**config.mk**
```make
export PLATFORM = sky130hd
export DESIGN_NAME = flash_loader
export DESIGN_NICKNAME = d
export VERILOG_FILES = /design/src/rtl/flash_loader.sv
export SDC_FILE = /design/constraint.sdc
export NUM_CORES = 1
export LEC_CHECK = 0
export ABC_CLOCK_PERIOD_IN_PS = 2100
export CORE_UTILIZATION = 53
export DETAILED_ROUTE_END_ITERATION = 10
export MAX_ROUTING_LAYER = met4
export PLACE_DENSITY_LB_ADDON = 0.25
export SLEW_MARGIN = 5
export SYNTH_ARGS = -nofsm -noshare
export SYNTH_HDL_FRONTEND = slang
export SYNTH_SLANG_ARGS = --single-unit
```
**constraint.sdc**
```tcl
create_clock -name clk -period 2.1 [get_ports clk]
set_input_delay 0.21 -clock clk [delete_from_list [all_inputs] [get_ports clk]]
set_output_delay 0.21 -clock clk [all_outputs]
set_load 0.1 [all_outputs]
```
**src/rtl/flash_loader.sv**
```systemverilog
// Boot loader: reads an image from SPI flash (READ 0x03, mode 0) and writes it to RAM as
// little-endian 32-bit words through the ramio write port; done stays high once complete.
module flash_loader #(
  parameter int unsigned StartupWaitCycles = 1000,
  parameter logic [23:0] FlashReadAddress  = 24'h000000,
  parameter int unsigned TransferByteCount = 2048,
  parameter logic [31:0] RamBaseAddress    = 32'h00000000
) (
  input  logic        clk,
  input  logic        rst_n,
  output logic        done,
  output logic        flash_clk,
  input  logic        flash_miso,
  output logic        flash_mosi,
  output logic        flash_cs_n,
  output logic        ramio_enable,
  output logic [1:0]  ramio_write_type,
  output logic [31:0] ramio_address,
  output logic [31:0] ramio_data_in,
  input  logic        ramio_busy
);

  localparam int unsigned NumWords = TransferByteCount / 4;
  localparam int unsigned IdxW     = $clog2(NumWords) + 1;
  localparam int unsigned WaitW    =
      (StartupWaitCycles > 0) ? $clog2(StartupWaitCycles + 1) : 1;
  localparam logic [WaitW-1:0] WaitLast = WaitW'(StartupWaitCycles);
  localparam logic [IdxW-1:0]  LastIdx  = IdxW'(NumWords - 1);
  localparam logic [31:0]      Cmd      = {8'h03, FlashReadAddress};

  typedef enum logic [2:0] {
    StStartupWait,
    StSelect,
    StSendCmd,
    StReceive,
    StWrite,
    StWaitBusy,
    StFinish
  } state_e;

  state_e            state_q, state_d;
  logic [WaitW-1:0]  wait_q, wait_d;
  logic [5:0]        bit_q, bit_d;
  logic [31:0]       shift_q, shift_d;
  logic [IdxW-1:0]   idx_q, idx_d;
  logic              done_q, done_d;
  logic              en_q, en_d;
  logic [31:0]       addr_q, addr_d;
  logic [31:0]       data_q, data_d;
  logic [31:0]       packed_word;

  // Bytes arrive MSB first; the first byte received lands in the low byte of the word.
  assign packed_word = {shift_q[7:0], shift_q[15:8], shift_q[23:16], shift_q[31:24]};

  always_comb begin
    state_d = state_q;
    wait_d  = wait_q;
    bit_d   = bit_q;
    shift_d = shift_q;
    idx_d   = idx_q;
    done_d  = done_q;
    en_d    = 1'b0;
    addr_d  = addr_q;
    data_d  = data_q;
    case (state_q)
      StStartupWait: begin
        if (wait_q == WaitLast) state_d = StSelect;
        else                    wait_d  = wait_q + 1'b1;
      end
      StSelect: begin
        bit_d   = 6'd0;
        state_d = StSendCmd;
      end
      StSendCmd: begin
        bit_d = bit_q + 6'd1;
        if (bit_q == 6'd63) state_d = StReceive;
      end
      StReceive: begin
        bit_d = bit_q + 6'd1;
        // Odd phases are the flash_clk-high cycles.
        if (bit_q[0]) shift_d = {shift_q[30:0], flash_miso};
        if (bit_q == 6'd63) state_d = StWrite;
      end
      StWrite: begin
        if (!ramio_busy) begin
          en_d    = 1'b1;
          addr_d  = RamBaseAddress + (32'(idx_q) << 2);
          data_d  = packed_word;
          state_d = StWaitBusy;
        end
      end
      StWaitBusy: begin
        // The strobe cycle itself ignores busy; it is judged from the following cycle.
        if (!en_q && !ramio_busy) begin
          if (idx_q == LastIdx) begin
            state_d = StFinish;
          end else begin
            idx_d   = idx_q + 1'b1;
            state_d = StReceive;
          end
        end
      end
      StFinish: done_d = 1'b1;
      default:  state_d = StStartupWait;
    endcase
  end

  always_ff @(posedge clk) begin
    if (!rst_n) begin
      state_q <= StStartupWait;
      wait_q  <= '0;
      bit_q   <= '0;
      shift_q <= '0;
      idx_q   <= '0;
      done_q  <= 1'b0;
      en_q    <= 1'b0;
      addr_q  <= '0;
      data_q  <= '0;
    end else begin
      state_q <= state_d;
      wait_q  <= wait_d;
      bit_q   <= bit_d;
      shift_q <= shift_d;
      idx_q   <= idx_d;
      done_q  <= done_d;
      en_q    <= en_d;
      addr_q  <= addr_d;
      data_q  <= data_d;
    end
  end

  always_comb begin
    flash_cs_n = 1'b1;
    flash_clk  = 1'b0;
    flash_mosi = 1'b0;
    case (state_q)
      StSelect, StWrite, StWaitBusy: flash_cs_n = 1'b0;
      StSendCmd: begin
        flash_cs_n = 1'b0;
        flash_clk  = bit_q[0];
        flash_mosi = Cmd[~bit_q[5:1]];
      end
      StReceive: begin
        flash_cs_n = 1'b0;
        flash_clk  = bit_q[0];
      end
      default: ;
    endcase
  end

  assign done             = done_q;
  assign ramio_enable     = en_q;
  assign ramio_write_type = en_q ? 2'b11 : 2'b00;
  assign ramio_address    = addr_q;
  assign ramio_data_in    = data_q;

endmodule

```
* Word-level counts from Yosys, hierarchy flattened
Memory sizes are Yosys's and may differ from the RTL's.
Cells that the tools add are included.
** Word-level totals
- Bits in latches :: 0
- Register bits :: 105
- Word-level logic and storage cells :: 60
- Bits of input ports :: 4
- Memories :: 1
- RAM bits :: 0
- Memory bits (read-only) :: 32
** Cells by class
- Reductions and logical operators :: 13
- $lt $le $gt $ge :: 1
- Multiply operators :: 0
- Multiplexer cells :: 14
- $add $sub $neg :: 3
- Shift operators :: 0
- Bitwise operators :: 5
- Eq/ne operators :: 14
- Divide/modulo/power cells :: 0
** Memory list
- (name not given) :: depth 32, bits a word 1, rd ports 1, clocked after Yosys merged registers in 0, wr ports 0, RTL line 141 : flash_mosi = Cmd[~bit_q[5:1]];
** Operators with widths (number)
- one-hot mux 3 bit (7 select lines) :: 1
- adder 10 x 1 -> 10 bit, second input constant :: 2
- 2-to-1 mux 3 bit :: 6
- one-hot mux 6 bit (2 select lines) :: 1
- == test 10 bit, second input constant :: 1
- == test 10 x 9 -> 1 bit, second input constant :: 1
- != test 2 bit, second input constant :: 5
- == test 3 bit, second input constant :: 3
- AND reduction 2 bit :: 4
- adder 6 x 1 -> 6 bit, second input constant :: 1
- == test 3 x 2 -> 1 bit, second input constant :: 2
- == test 6 bit, second input constant :: 1
- < comparator 5 x 6 -> 1 bit, second input constant :: 1
- AND reduction 6 bit :: 1
- 2-to-1 mux 1 bit :: 5
- inverter 5 bit :: 1
- OR reduction 5 bit :: 1
- inverter 1 bit :: 4
- == test 3 x 1 -> 1 bit, second input constant :: 1
- zero test 3 bit :: 1
- AND reduction 3 bit :: 1
- zero test 1 bit :: 2
- 2-to-1 mux 2 bit :: 1
- nonzero test 2 bit :: 1
- 2 further kinds :: 2

* Longest topological paths before layout
- Word-level depth :: 4
- Depth in mapped cells :: 7

* Least setup slack after synthesis
OpenSTA, ideal clock, no wires.
- Kind :: register -> output
- Start :: reg state_q[0]
- End :: out flash_mosi
- Buffers on the path :: 1
- Path slack :: -0.978 ns
- Cell stages (with the launch flop) :: 4
- Data required time :: 1.890 ns
- Arrival time :: 2.868 ns
- Cell sequence :: dfxtp_1 -> clkbuf_1 -> or3_1 -> nor3_1
** On the way
- Word-level cells in the longest chain between the ends :: 2
** RTL lines
- start: declaration :: RTL line 41 : state_e state_q, state_d;
- start signal: assignment :: RTL line 110 : state_q <= StStartupWait;
- start signal: assignment :: RTL line 120 : state_q <= state_d;
- == test 3 x 2 -> 1 bit :: RTL line 136 : case (state_q)
- 2-to-1 mux 1 bit :: RTL line 136
- end: declaration :: RTL line 14 : output logic flash_mosi,
Every way passes these cells.

* Worst setup path after layout
- Start :: reg state_q[1]
- End :: out flash_mosi
Same word-level chain as after synthesis.

==> impl_metrics.ini <==
[clocking]
cts_buffer_depth = 2
cts.sinks = 105
clk_latency_ns = 0.37
clk_pin_slew_ns = 0.10
cts_tree = built
cts_setup_buffers = 0
ctsHtreeMaxLevel = 3
root_buffer = clkbuf_8
cts_made_buffers = 9

[pwr]
pwr-share-seq_pct = 51.6
clkPwrFrac_pct = 28.6
powerDensity_nw_per_um2 = 817
swShare_pct = 33.7
internal-power_mw = 2.72
p_leak_nw = 1.85
peakVddDrop_uv = 1100
combinationalPowerShare_pct = 19.8
switchingPower_mw = 1.38

[sta]
clock-skew-final_ns = 0.00846
slew_headroom_pct = 57.4
timing.final.crit_share_pct = 88.8
fmax_mhz = 536
setup_ws_ns = 0.236
whs_ns = 0.404
period_minus_slack_ns = 1.86
tightestPinTransition_ns = 0.630
drv_slew = 0
final_hold_viol_count = 0
setup-violations-final = 0
finalSetupTns_ns = 0
grt_setup_unrepaired = false

[detailed_routing]
routedWlPerCell_um = 12.3
drt_iter0_markers = 191
viasPerCell = 5.27
via_count = 3649
drt-total-wl_mm = 8.49
drc = 0
firstDrtPassIters = 5
antenna_left = 0

[placed_design]
port_buffers = 52
dp_hpwl_mm = 5.67
dpl-instance-area_sq_um = 4830
placed_cells = 676
dp_slack_ns = 0.0184
place_congestion = 0.817

[cells_and_area]
area_growth_pct = 15.0
final_cell_mix = nand2_1 (167), dfxtp_1 (104), a21oi_1 (89)
num_antenna_cells = 0
layout_commonest_cell = nand2_1
fillerInstances = 691
drive_above_1_share_pct = 14.7
final_area_sq_um = 5020
multi_input_area_sq_um = 2020
stdcell_count = 692
seq_area_sq_um = 2100
nets = 593

[global_routing]
grt_pass1_vias = 3243
overflow = 0
grt_max_degree = 42
grt_pass1_wl_mm = 14.2
antenna_found_initial = 0
track_usage_pct = 20.9

[logic_synthesis]
avgSynthCellArea_sq_um = 8.00
async_reset_ff_share_pct = 0
synth_cell_types = 47
yosysSeqAreaShare_pct = 48.1
syn_area_sq_um = 4370
synth_edf_count = 0
yosysWarnings = 0
synthCells = 546
ys_ff_latch = 105
ys.flop_type = dfxtp_1

[critical_path]
cp_data_arrival_time_ns = 1.65
r2r_cells = 4
reg2reg_from = state_q[0]$_SDFFE_PN0P_
cp.required_ns = 1.89
crit_path_end_kind = primary output
worstPathMaxFanout = 12
critPathCapture = flash_mosi
rr_endpoint = idx_q[5]$_SDFFE_PN0P_
r2r_slack_ns = 0.26
critPathLaunchType = flop
startpoint = state_q[1]$_SDFFE_PN0P_
critical_path_class = reg -> out

[floorplanning]
initial_core_util_pct = 55.6
num_io_pins = 75
row_count = 32
core_area_sq_um = 7850
die-width_um = 92.8
dieArea_sq_um = 8610
die_h_um = 92.8

[worst_hold_path]
hold_path.class = in -> reg
min_from = flash_miso

[flow_run]
cap_viol_max_count = 0

[status]
status = finished clean
-- power groups by stage --
stage	Clock [mW]	Combinational, mW	Sequential (mW)
2_1_floorplan	0	0.685	2.12
3_3_place_gp	0	0.801	2.16
3_5_place_dp	0	0.810	2.16
4_1_cts	1.20	0.814	2.12
5_1_grt	1.29	0.872	2.13
6_report	1.17	0.811	2.12
-- synth_stat cells (4+ instances only) --
master | instances | area, sq um
buf_4 | 24 | 180
ha_1 | 4 | 50.1
nand2b_1 | 5 | 31.3
nor2_1 | 16 | 60.1
and3_1 | 7 | 43.8
nand2_1 | 167 | 627
inv_1 | 6 | 22.5
nand4_1 | 6 | 37.5
or4_1 | 4 | 30.0
a21oi_1 | 89 | 445
clkbuf_1 | 24 | 90.1
o21ai_0 | 10 | 50.1
buf_2 | 8 | 40.0
nand3_1 | 9 | 45.0
or3_1 | 6 | 37.5
and2_1 | 4 | 25.0
dfxtp_1 | 105 | 2100
nor2b_1 | 4 | 25.0
-- how the worst min path moves through the flow --
stage	to	depth (start not counted)
floorplan	shift_q[0]$_SDFFE_PN0P_	2
global placement	ramio_data_in[7]$_SDFFE_PN0P_	2
detailed placement	ramio_data_in[7]$_SDFFE_PN0P_	2
CTS	shift_q[0]$_SDFFE_PN0P_	3
global route	shift_q[0]$_SDFFE_PN0P_	3
finish	shift_q[0]$_SDFFE_PN0P_	3
-- state kept, by name, summed over array words and instances (netlist names) --
| register | cells |
|---|---|
| bit_q | 6 |
| done | 1 |
| idx_q | 10 |
| ramio_address | 10 |
| ramio_data_in | 32 |
| ramio_enable | 1 |
| shift_q | 32 |
| state_q | 3 |
| wait_q | 10 |
-- critical path, cell delays in order (launching register included) --
cell	delay, ns
dfxtp_2	0.48
buf_4	0.21
nand2b_1	0.15
nor3_4	0.24
buf_12	0.20
-- metrics by stage --
stage,util (%),total power [mW]
finish,64.0,4.10
global route,64.0,4.28
global placement,61.6,2.96
detailed placement,61.6,2.97
CTS,64.0,4.13
floorplan,-,2.81
-- what timing repair did --
action / CTS / global route
endpoints found under the setup margin: 0 / 1
hold buffers: 0 / 0
resized for setup: 0 / 1
hold endpoints to repair: 0 / 0
-- final cells by class --
type                       instances  share of cell area, %
sequential                       105                   41.9
multi-input combinational        399                   40.2
timing repair buffer              64                   11.2
tap                              102                   2.54
clock buffer                       9                   2.47
clock inverter                     7                   1.27
inverter                           6                  0.448
-- per-layer routing --
layer / up-vias / share of wire [%] / GRT usage, %
li1: 1881 / - / -
met1: 1660 / 49 / 26.8
met2: 99 / 47 / 33.1
met3: 9 / 3.9 / 3.69
met4: 0 / 0.82 / 7.31
met5: - / 0 / -
-- cell families after synthesis --
logic type | synth area share [%]
AO/OA/AOI/OAI | 15.1
XOR/XNOR | 1.00
adder cells (fa/ha/maj) | 1.15
buffers and inverters | 7.88
flip-flops | 48.1
multiplexers | 1.20
other | 0.0859
AND/OR/NAND/NOR | 25.4
Power figures use the tool's default switching activity.
